$ cat config.mk
export PLATFORM = sky130hd
export DESIGN_NAME = hazard_scoreboard
export DESIGN_NICKNAME = d
export VERILOG_FILES = /design/src/rtl/hazard_scoreboard_pkg.sv /design/src/rtl/hazard_scoreboard_match.sv /design/src/rtl/hazard_scoreboard.sv
export SDC_FILE = /design/constraint.sdc
export NUM_CORES = 1
export LEC_CHECK = 0
export ABC_AREA = 1
export ABC_CLOCK_PERIOD_IN_PS = 1650
export BUFFER_PORTS_ARGS = -buffer_cell sky130_fd_sc_hd__buf_2
export CORE_MARGIN = 3
export CORE_UTILIZATION = 59
export CTS_BUF_LIST = sky130_fd_sc_hd__clkbuf_8
export CTS_CLUSTER_DIAMETER = 100
export DETAILED_ROUTE_END_ITERATION = 7
export PLACE_DENSITY_LB_ADDON = 0.12
export SYNTH_ARGS = -nofsm -noshare
export SYNTH_HDL_FRONTEND = slang
export SYNTH_HIERARCHICAL = 1
export SYNTH_SLANG_ARGS = --single-unit
$ cat constraint.sdc
create_clock -name clk -period 1.65 [get_ports clk]
set_input_delay 0.0825 -clock clk [delete_from_list [all_inputs] [get_ports clk]]
set_output_delay 0.0825 -clock clk [all_outputs]
set_load 0.01 [all_outputs]
$ cat src/rtl/hazard_scoreboard_pkg.sv
// Shared forwarding-select codes and decode timing constants for the hazard scoreboard.
package hazard_scoreboard_pkg;

  localparam logic [1:0] FWD_GRF = 2'd0;
  localparam logic [1:0] FWD_E   = 2'd1;
  localparam logic [1:0] FWD_M   = 2'd2;
  localparam logic [1:0] FWD_W   = 2'd3;

  // Tuse value meaning "operand not read by this instruction".
  localparam logic [1:0] TUSE_NONE = 2'd3;

endpackage

$ cat src/rtl/hazard_scoreboard_match.sv
// One source operand compared against the E/M/W pending-write entries.
// Produces that operand's stall request and its forward select.
module hazard_match
  import hazard_scoreboard_pkg::*;
#(
  parameter int AW = 5,
  parameter int TW = 2
) (
  input  logic [AW-1:0] src,
  input  logic [TW-1:0] tuse,
  input  logic          e_vld,
  input  logic [AW-1:0] e_a3,
  input  logic [TW-1:0] e_tnew,
  input  logic          m_vld,
  input  logic [AW-1:0] m_a3,
  input  logic [TW-1:0] m_tnew,
  input  logic          w_vld,
  input  logic [AW-1:0] w_a3,
  input  logic [TW-1:0] w_tnew,
  output logic          need_stall,
  output logic [1:0]    sel
);

  logic hit_e, hit_m, hit_w;

  assign hit_e = e_vld && (e_a3 == src) && (src != '0);
  assign hit_m = m_vld && (m_a3 == src) && (src != '0);
  assign hit_w = w_vld && (w_a3 == src) && (src != '0);

  assign need_stall = (hit_e && (e_tnew > tuse)) || (hit_m && (m_tnew > tuse));

  // The youngest hit decides; if it is not ready yet, older stages must not forward stale data.
  always_comb begin
    sel = FWD_GRF;
    if (hit_e) begin
      sel = (e_tnew == '0) ? FWD_E : FWD_GRF;
    end else if (hit_m) begin
      sel = (m_tnew == '0) ? FWD_M : FWD_GRF;
    end else if (hit_w) begin
      sel = (w_tnew == '0) ? FWD_W : FWD_GRF;
    end
  end

endmodule

$ cat src/rtl/hazard_scoreboard.sv
// Pending-GPR-write scoreboard beside D: stall request and per-operand forward selects.
// HAZARD_STAT_EN adds a free-running stall-cycle counter output.
module hazard_scoreboard
  import hazard_scoreboard_pkg::*;
#(
  parameter int AW = 5,
  parameter int TW = 2
) (
  input  logic          clk,
  input  logic          reset,
  input  logic [AW-1:0] d_rs,
  input  logic [AW-1:0] d_rt,
  input  logic [TW-1:0] d_tuse_rs,
  input  logic [TW-1:0] d_tuse_rt,
  input  logic [AW-1:0] d_a3,
  input  logic [TW-1:0] d_tnew,
  output logic          stall,
  output logic [1:0]    fwd_rs_sel,
  output logic [1:0]    fwd_rt_sel
`ifdef HAZARD_STAT_EN
  ,
  output logic [31:0]   stall_cnt
`endif
);

  logic          e_vld, m_vld, w_vld;
  logic [AW-1:0] e_a3, m_a3, w_a3;
  logic [TW-1:0] e_tnew, m_tnew, w_tnew;
  logic          rs_stall, rt_stall;

  function automatic logic [TW-1:0] sat_dec(input logic [TW-1:0] t);
    return (t == '0) ? '0 : t - 1'b1;
  endfunction

  // On stall the D instruction stays put, so a bubble enters E.
  always_ff @(posedge clk or posedge reset) begin
    if (reset) begin
      e_vld  <= 1'b0;
      e_a3   <= '0;
      e_tnew <= '0;
      m_vld  <= 1'b0;
      m_a3   <= '0;
      m_tnew <= '0;
      w_vld  <= 1'b0;
      w_a3   <= '0;
      w_tnew <= '0;
    end else begin
      if (stall) begin
        e_vld  <= 1'b0;
        e_a3   <= '0;
        e_tnew <= '0;
      end else begin
        e_vld  <= (d_a3 != '0);
        e_a3   <= d_a3;
        e_tnew <= d_tnew;
      end
      m_vld  <= e_vld;
      m_a3   <= e_a3;
      m_tnew <= sat_dec(e_tnew);
      w_vld  <= m_vld;
      w_a3   <= m_a3;
      w_tnew <= sat_dec(m_tnew);
    end
  end

  hazard_match #(.AW(AW), .TW(TW)) u_match_rs (
    .src        (d_rs),
    .tuse       (d_tuse_rs),
    .e_vld      (e_vld),
    .e_a3       (e_a3),
    .e_tnew     (e_tnew),
    .m_vld      (m_vld),
    .m_a3       (m_a3),
    .m_tnew     (m_tnew),
    .w_vld      (w_vld),
    .w_a3       (w_a3),
    .w_tnew     (w_tnew),
    .need_stall (rs_stall),
    .sel        (fwd_rs_sel)
  );

  hazard_match #(.AW(AW), .TW(TW)) u_match_rt (
    .src        (d_rt),
    .tuse       (d_tuse_rt),
    .e_vld      (e_vld),
    .e_a3       (e_a3),
    .e_tnew     (e_tnew),
    .m_vld      (m_vld),
    .m_a3       (m_a3),
    .m_tnew     (m_tnew),
    .w_vld      (w_vld),
    .w_a3       (w_a3),
    .w_tnew     (w_tnew),
    .need_stall (rt_stall),
    .sel        (fwd_rt_sel)
  );

  assign stall = rs_stall || rt_stall;

`ifdef HAZARD_STAT_EN
  always_ff @(posedge clk or posedge reset) begin
    if (reset) begin
      stall_cnt <= '0;
    end else if (stall) begin
      stall_cnt <= stall_cnt + 32'd1;
    end
  end
`endif

endmodule

**Word level (Yosys, flattened, before mapping)**

Index checks and enable logic that the tools add are counted.
W data, S select, Z words.

- Add/subtract/negate cells: 2
- Magnitude comparators: 4
- Equality and inequality tests: 6
- Muxes and demuxes: 14
- Reductions and logical operators: 25

Operators by type and width:

| operator | count |
|---|---|
| $eq A5 B5 Y1 | 6 |
| $mux W2 | 11 |
| $logic_and A1 B1 Y1 | 16 |
| $reduce_bool A5 Y1 | 3 |
| $gt A2 B2 Y1 | 4 |
| $logic_not A2 Y1 | 3 |
| $mux W5 | 1 |
| $sub A2 B1 Y2 const B | 2 |
| $logic_or A1 B1 Y1 | 3 |
| $mux W1 | 2 |

- Flip-flop bits (word level): 24
- Bits of input ports: 23
- Logic and storage cells: 60

**Longest topological paths before layout**

Gate-level depths: netlist of run 1.

- Depth in word-level cells: 7
- Gate-level depth with buffers: 12
- Depth with buffers taken out: 12

**Cells and area by module**

The synthesis of run 1 kept the hierarchy.

By module, submodules not included:

| module | instances | cells each | area an instance (um^2) | seq. area each (um^2) |
|---|---|---|---|---|
| hazard_match | 2 | 127 | 545.5 | 0.0 |
| hazard_scoreboard | 1 | 54 | 716.9 | 600.6 |

**Worst setup path before layout of run 1**

OpenSTA, ideal clock, no wires.

- Kind: register to register
- Start: reg e_tnew[1]
- End: reg e_a3[0]
- Library setup time: 72 ps
- Data arrival time: 1288 ps
- Data required time: 1578 ps
- Slack: 290 ps
- Stages on the path, launching flop included: 9
- Period minus slack after synthesis: 1360 ps
- Cells stage by stage: dfrtp_1 ha_1 a21oi_1 a21oi_1 nand2_1 nand2_1 nor2_2 inv_2 nor2_1

- Longest elaborated chain between the ends: 5

RTL lines:

| item | RTL line | source |
|---|---|---|
| from (decl) | hazard_scoreboard.sv:28 | `logic [TW-1:0] e_tnew, m_tnew, w_tnew;` |
| from (signal assigned) | hazard_scoreboard.sv:55 | `e_tnew <= d_tnew;` |
| $gt A2 B2 Y1 | hazard_scoreboard_match.sv:30 | `assign need_stall = (hit_e && (e_tnew > tuse)) \|\| (hit_m && (m_tnew > tuse));` |
| $logic_and A1 B1 Y1 | hazard_scoreboard_match.sv:30 |  |
| $logic_or A1 B1 Y1 | hazard_scoreboard_match.sv:30 |  |
| named net rt_stall | hazard_scoreboard.sv:29 | `logic rs_stall, rt_stall;` |
| $logic_or A1 B1 Y1 | hazard_scoreboard.sv:98 | `assign stall = rs_stall \|\| rt_stall;` |
| named net stall | hazard_scoreboard.sv:17 | `output logic stall,` |
| $mux W5 | hazard_scoreboard.sv:48 | `if (stall) begin` |
| to (signal assigned) | hazard_scoreboard.sv:39 | `e_a3 <= '0;` |
| to (signal assigned) | hazard_scoreboard.sv:50 | `e_a3 <= '0;` |
| to (signal assigned) | hazard_scoreboard.sv:54 | `e_a3 <= d_a3;` |
| to (decl) | hazard_scoreboard.sv:27 | `logic [AW-1:0] e_a3, m_a3, w_a3;` |

The timed path passes the listed nets, and every way through them passes these cells.

**Worst setup path after layout of run 1**

- Start: reg e_tnew[1]
- End: out stall

- Longest elaborated chain between the ends: 4

RTL lines:

| item | RTL line |
|---|---|
| $gt A2 B2 Y1 | hazard_scoreboard_match.sv:30 |
| $logic_and A1 B1 Y1 | hazard_scoreboard_match.sv:30 |
| $logic_or A1 B1 Y1 | hazard_scoreboard_match.sv:30 |
| named net rt_stall | hazard_scoreboard.sv:29 |
| $logic_or A1 B1 Y1 | hazard_scoreboard.sv:98 |
| to (decl) | hazard_scoreboard.sv:17 |

The timed path passes the listed nets, and every way through them passes these cells.

==> results.yml, run 1 <==
floorplanning:
  die_w_um: 61.36
  io_pins: 28
  die_h_um: 61.36
  dieArea_mm2: 0.003764
  rows: 19
  floorplan.initialDensity_pct: 63.91
  core_area_mm2: 0.002829
yosys:
  postSynthCellCount: 308
  synth_nets: 339
  synth-seq-cells: 24
  yosysUniqueCellTypes: 14
  syn_area_per_cell_um2: 5.870
  yosysSeqAreaShare_pct: 33.22
  ys_warn_count: 6
  syn_area_mm2: 0.001808
layout:
  drive_gt1_share_pct: 24.93
  fillCellCount: 196
  register_area_um2: 613.1
  n_antenna_cell: 0
  finalNetCount: 381
  final_area_mm2: 0.002228
  multi_input_area_mm2: 0.001016
  area_growth_pct: 23.25
  stdcell_count: 380
grt:
  overflow: 0
  track_usage_pct: 24.99
  antenna_found_initial: 0
  grt_max_degree: 25
  grt_pass1_vias: 1627
  grt_first_pass_wirelength_mm: 6.920
timing:
  max_freq_mhz: 579.3
  drv_slew: 0
  worst_slack_ns: -0.07636
  fin_tns_setup_ns: -0.08423
  finClkSkew_ns: 0.003970
  fin_crit_ns: 1.726
  worst_slew_pin_slew_ns: 0.3038
  max_slew_margin_pct: 79.75
  min_period_over_period_pct: 104.6
  rsz0062_at_grt: "yes"
  setup_viol: 2
  hold_viol_final: 0
place:
  dp_cells: 367
  dpl_cell_area_mm2: 0.001989
  place_ws_ns: 0.1101
  io_buffers: 27
  place_hpwl_mm: 3.167
  place_congestion: 0.8945
clock_network:
  htree_levels: 1
  numCtsBuffers: 3
  cts_tree: "built"
  clk_pin_slew_worst_paths_ns: 0.09
  cts_sinks: 24
  clock_path_buffers: 2
  cts-root-buf: "clkbuf_8"
  clock_latency_ns: 0.27
run_status:
  status: "finished with violations"
  violations: "negative setup slack"
setup_path:
  path_cells: "ha_4 -> a21oi_1 -> a21oi_1 -> nand2_1 -> nand2_1 -> nor2_2 -> inv_2 -> buf_6"
  path_buf_inv: 2
  critical_path_peak_fanout: 4
  critPathTopFamily: "flip-flops"
  critPathLaunchType: "register"
  cp.required_ns: 1.57
  arrival_ns: 1.64
  slowest_stage: "dfrtp_2"
  critPathCaptureType: "primary output"
  slowest_delay_ns: 0.47
  critPathKind: "reg -> out"
routing:
  viasPerCell: 5.000
  wire_per_inst_um: 11.84
  detail-route-antenna-nets: 0
  dr.first_iter.drc_count: 120
  remaining_drc_errors: 0
  firstDrtPassIters: 5
  wl_mm: 4.501
  vias: 1900
run:
  max_cap_viol_count: 0
power_and_ir_drop:
  ir_drop_mv: 0.5707
  leakage_nw: 1.404
  powerDensity_mw_per_mm2: 766.0
hold_path:
  holdCritPathClass: "in -> reg"
-- state kept, by name, indices dropped and copies added (netlist names) --
| register | flops |
|---|---|
| e_vld | 1 |
| e_tnew | 2 |
| w_vld | 1 |
| w_a3 | 5 |
| m_vld | 1 |
| m_tnew | 2 |
| e_a3 | 5 |
| w_tnew | 2 |
| m_a3 | 5 |
-- cells by family after synthesis --
family | Yosys count | synth area share (%)
compound gates | 8 | 2.768
fa+ha+maj | 8 | 5.537
buf+inv | 72 | 14.95
flops | 24 | 33.22
simple gates | 196 | 43.53
-- cells in the mapped netlist --
library cell / count / area [um^2]
a21boi_0: 2 / 15.01
a21oi_1: 4 / 20.02
dfrtp_1: 24 / 600.6
ha_1: 8 / 100.1
inv_1: 61 / 229.0
inv_2: 11 / 41.29
nand2_1: 127 / 476.7
nand2_2: 4 / 25.02
nand3_1: 13 / 65.06
nand3b_1: 2 / 15.01
nand4_1: 2 / 12.51
nor2_1: 43 / 161.4
nor2_2: 5 / 31.28
o21bai_1: 2 / 15.01
-- layout make-up --
cell class | count | share of cell area [%]
Clock buffer | 3 | 1.853
Clock inverter | 1 | 1.348
Inverter | 72 | 12.13
Multi-Input combinational cell | 212 | 45.59
Sequential cell | 24 | 27.51
Tap cell | 31 | 1.741
Timing Repair Buffer | 37 | 9.826
-- repair_timing --
| action | in CTS | in global routing |
|---|---|---|
| hold buffers | 1 | 0 |
| setup endpoints to repair | 1 | 12 |
| setup buffers | 5 | 3 |
| gates resized for setup | 10 | 18 |
| pin swaps | 8 | 10 |
| hold endpoints to repair | 24 | 0 |
-- power breakdown --
part	leakage, nW	total (mW)	switching [mW]	internal [mW]
clock	0.0357	0.528	0.204	0.324
combinational	1.10	0.464	0.273	0.192
sequential	0.270	0.714	0.0713	0.643
-- cell usage in the layout, fill, tap and decap left out, types with 2 or more instances in the layout --
cell | Yosys | layout
nand4_1 | 2 | 2
buf_2 | 0 | 26
o21bai_1 | 2 | 2
nor2_2 | 5 | 11
inv_2 | 11 | 14
dfrtp_2 | 0 | 10
a21boi_0 | 2 | 2
ha_1 | 8 | 4
clkbuf_8 | 0 | 3
ha_4 | 0 | 4
a21oi_1 | 4 | 3
buf_4 | 0 | 9
nand2_2 | 4 | 6
inv_1 | 61 | 58
nand3b_1 | 2 | 2
dfrtp_1 | 24 | 14
nor2_1 | 43 | 37
nand2_1 | 127 | 125
nand3_1 | 13 | 12
-- through the flow --
stage | utilization [%] | power, mW | hold WS, ns
global placement | 70.32 | 1.099 | 0.1411
CTS | 76.87 | 1.675 | 0.007932
detailed placement | 70.32 | 1.110 | 0.1396
global route | 78.77 | 1.818 | 0.01978
floorplan | - | 0.9797 | 0.09712
finish | 78.77 | 1.707 | 0.01712
-- layer usage --
layer / global-route usage [%] / vias to the layer above / share of wire [%]
met5: 0 / - / 0
met4: 9.091 / 0 / 2.4
met3: 3.774 / 14 / 6.4
met2: 41.24 / 71 / 48
met1: 33.25 / 838 / 44
li1: - / 977 / -
-- worst reg2reg max path: cells and delay by family, from the launching register on --
kind / cells / cell delay, ns
buffers and inverters: 2 / 0.22
DFF: 1 / 0.47
adders and majority gates: 1 / 0.26
and+or+nand+nor: 4 / 0.37
AOI/OAI and AO/OA: 2 / 0.20
-- path summary, 6_finish.rpt --
path                       startpoint        end  slack [ns]  cells after the start
setup / recovery            e_tnew[1]      stall       -0.08                      8
hold / removal                d_a3[2]    e_a3[2]        0.02                      3
setup reg to reg            e_tnew[1]    e_a3[1]        0.08                      9
hold reg to reg                 e_vld      m_vld        0.45                      0
max in group asynchronous       reset  m_tnew[1]        0.99                      4
min in group asynchronous       reset    e_a3[3]        0.41                      4
(Power assumes the default switching activity.)
==> inputs of run 2 (changes only) <==
--- a/config.mk
+++ b/config.mk
@@ -13,7 +13,7 @@
 export CTS_BUF_LIST = sky130_fd_sc_hd__clkbuf_8
 export CTS_CLUSTER_DIAMETER = 100
 export DETAILED_ROUTE_END_ITERATION = 7
-export PLACE_DENSITY_LB_ADDON = 0.12
+export PLACE_DENSITY = 0.82
 export SYNTH_ARGS = -nofsm -noshare
 export SYNTH_HDL_FRONTEND = slang
 export SYNTH_HIERARCHICAL = 1
==> run 2 against run 1 <==
The run still ends with negative setup slack left. Wire length down 2.7%. Sequential share of layout area up 0.60 points. Clock skew up 0.0053 ns. Setup slack better by 0.0086 ns. Largest power group unchanged. Register-to-register slack worse by 0.02 ns. Fmax up 0.50%. Final cell count down 0.79%. Clock-buffer cell count up 1.
==> results.yml, run 2 (same netlist as run 1, synthesis figures left out) <==
run_status:
  status: "finished with violations"
  violations: "negative setup slack"
grt:
  overflow: 0
  track_usage_pct: 24.33
  grt_first_pass_wirelength_mm: 6.748
  grt_max_degree: 25
  grt_pass1_vias: 1541
  antenna_found_initial: 0
setup_path:
  critPathKind: "reg -> out"
  critPathCaptureType: "primary output"
  critPathLaunchType: "register"
  crit_end: "stall"
  rrSetupSlack_ns: 0.06
  cp.required_ns: 1.57
  arrival_ns: 1.64
  critPathLaunch: "e_tnew[1]"
  r2r_cells: 12
  regToRegStartpoint: "m_a3[2]"
  r2r_end: "e_a3[4]"
  critical_path_peak_fanout: 3
clock_network:
  cts_tree: "built"
  htree_levels: 1
  cts-root-buf: "clkbuf_8"
  clk_pin_slew_worst_paths_ns: 0.09
  clock_latency_ns: 0.27
  clock_path_buffers: 2
  numCtsBuffers: 3
  cts_sinks: 24
routing:
  dr.first_iter.drc_count: 118
  vias: 1842
  firstDrtPassIters: 4
  wire_per_inst_um: 11.61
  remaining_drc_errors: 0
  detail-route-antenna-nets: 0
  wl_mm: 4.378
  viasPerCell: 4.886
floorplanning:
  die_w_um: 61.36
  die_h_um: 61.36
  dieArea_mm2: 0.003764
  core_area_mm2: 0.002829
  rows: 19
  io_pins: 28
  floorplan.initialDensity_pct: 63.91
place:
  place_hpwl_mm: 3.223
  io_buffers: 27
  place_congestion: 0.8620
timing:
  setup_viol: 1
  hold_viol_final: 0
  worst_slack_ns: -0.06774
  worst_slew_pin_slew_ns: 0.3149
  min_period_over_period_pct: 104.1
  drv_slew: 0
  rsz0062_at_grt: "yes"
  max_slew_margin_pct: 79.01
  fin_crit_ns: 1.718
  finClkSkew_ns: 0.009237
  max_freq_mhz: 582.2
power_and_ir_drop:
  finalPower_mw: 1.562
  p_int_mw: 1.035
  leakage_nw: 1.386
  powerDensity_mw_per_mm2: 721.9
  ir_drop_mv: 0.4633
  sw_frac_of_total_pct: 33.72
  p_seq_share_pct: 45.4
  p_sw_mw: 0.5267
  combPwrFrac_pct: 28.8
  clkPwrFrac_pct: 25.8
layout:
  top_regs: "e_a3 (5), m_a3 (5), w_a3 (5)"
  final_common_cell: "nand2_1"
  finalNetCount: 378
  area_growth_pct: 19.65
  n_antenna_cell: 0
  fin_util_pct: 76.47
  drive_gt1_share_pct: 23.12
  final_cell_mix: "nand2_1, inv_1, nor2_1"
  fillCellCount: 232
run:
  max_cap_viol_count: 0
hold_path:
  holdCritPathClass: "in -> reg"
run 2: routing by layer:
| metal | GRT usage, % | wire length (um) |
|---|---|---|
| met1 | 33.25 | 1923 |
| met2 | 41.24 | 2121 |
| met3 | 3.564 | 290 |
| met4 | 4.848 | 42 |
| met5 | 0 | 0 |
run 2: cell type report:
class	instances	area (um^2)	area share, %
inverters	72	270.3	12.49
repair buffers	34	196.4	9.080
multi-input cells	212	994.7	45.98
clock buffers	4	55.05	2.545
flip-flops and latches	24	608.1	28.11
well taps	31	38.79	1.793
run 2: how the worst min path moves through the flow:
stage	startpoint	to	slack, ns	cells after the start
2_1_floorplan	reset	e_a3[0]	0.1	1
3_3_place_gp	reset	e_tnew[1]	0.14	3
3_5_place_dp	reset	e_tnew[1]	0.15	3
4_1_cts	d_a3[2]	e_a3[2]	0.02	3
5_1_grt	d_a3[2]	e_a3[2]	0.03	3
6_report	d_a3[2]	e_a3[2]	0.02	3
run 2: power groups by stage:
| stage | registers [mW] | clock network, mW | logic [mW] |
|---|---|---|---|
| 2_1_floorplan | 0.697 | 0 | 0.282 |
| 3_3_place_gp | 0.714 | 0 | 0.386 |
| 3_5_place_dp | 0.717 | 0 | 0.394 |
| 4_1_cts | 0.707 | 0.408 | 0.417 |
| 5_1_grt | 0.719 | 0.431 | 0.513 |
| 6_report | 0.709 | 0.404 | 0.449 |
run 2: critical path, stage by stage (launching register included):
cell and delay, ns:
dfrtp_1 0.42, ha_1 0.30, a21oi_1 0.13, a21oi_1 0.06, nand2_1 0.07, nand2_1 0.08, nor2_2 0.15, inv_2 0.06
buf_6 0.11
run 2: repair_timing:
| action | CTS | global route |
|---|---|---|
| pin swaps | 7 | 18 |
| resized for setup | 6 | 20 |
| setup endpoints to repair | 1 | 12 |
| endpoints found under the hold margin | 24 | 0 |
| hold buffers | 1 | 0 |
| setup buffers | 2 | 3 |
run 2: per-stage QoR:
| stage | std cells | instance area, um^2 | setup TNS, ns | hold slack, ns | worst slack, ns |
|---|---|---|---|---|---|
| final | 377 | 2163 | -0.06774 | 0.02284 | -0.06774 |
| after detailed placement | 367 | 1989 | 0 | 0.1464 | 0.1261 |
| after global placement | 367 | 1989 | 0 | 0.1443 | 0.1299 |
| after CTS | 374 | 2103 | -0.02287 | 0.02216 | -0.02287 |
| after floorplan | 308 | 1808 | 0 | 0.09712 | 0.2905 |
| after global routing | 377 | 2163 | -0.5861 | 0.03207 | -0.1622 |
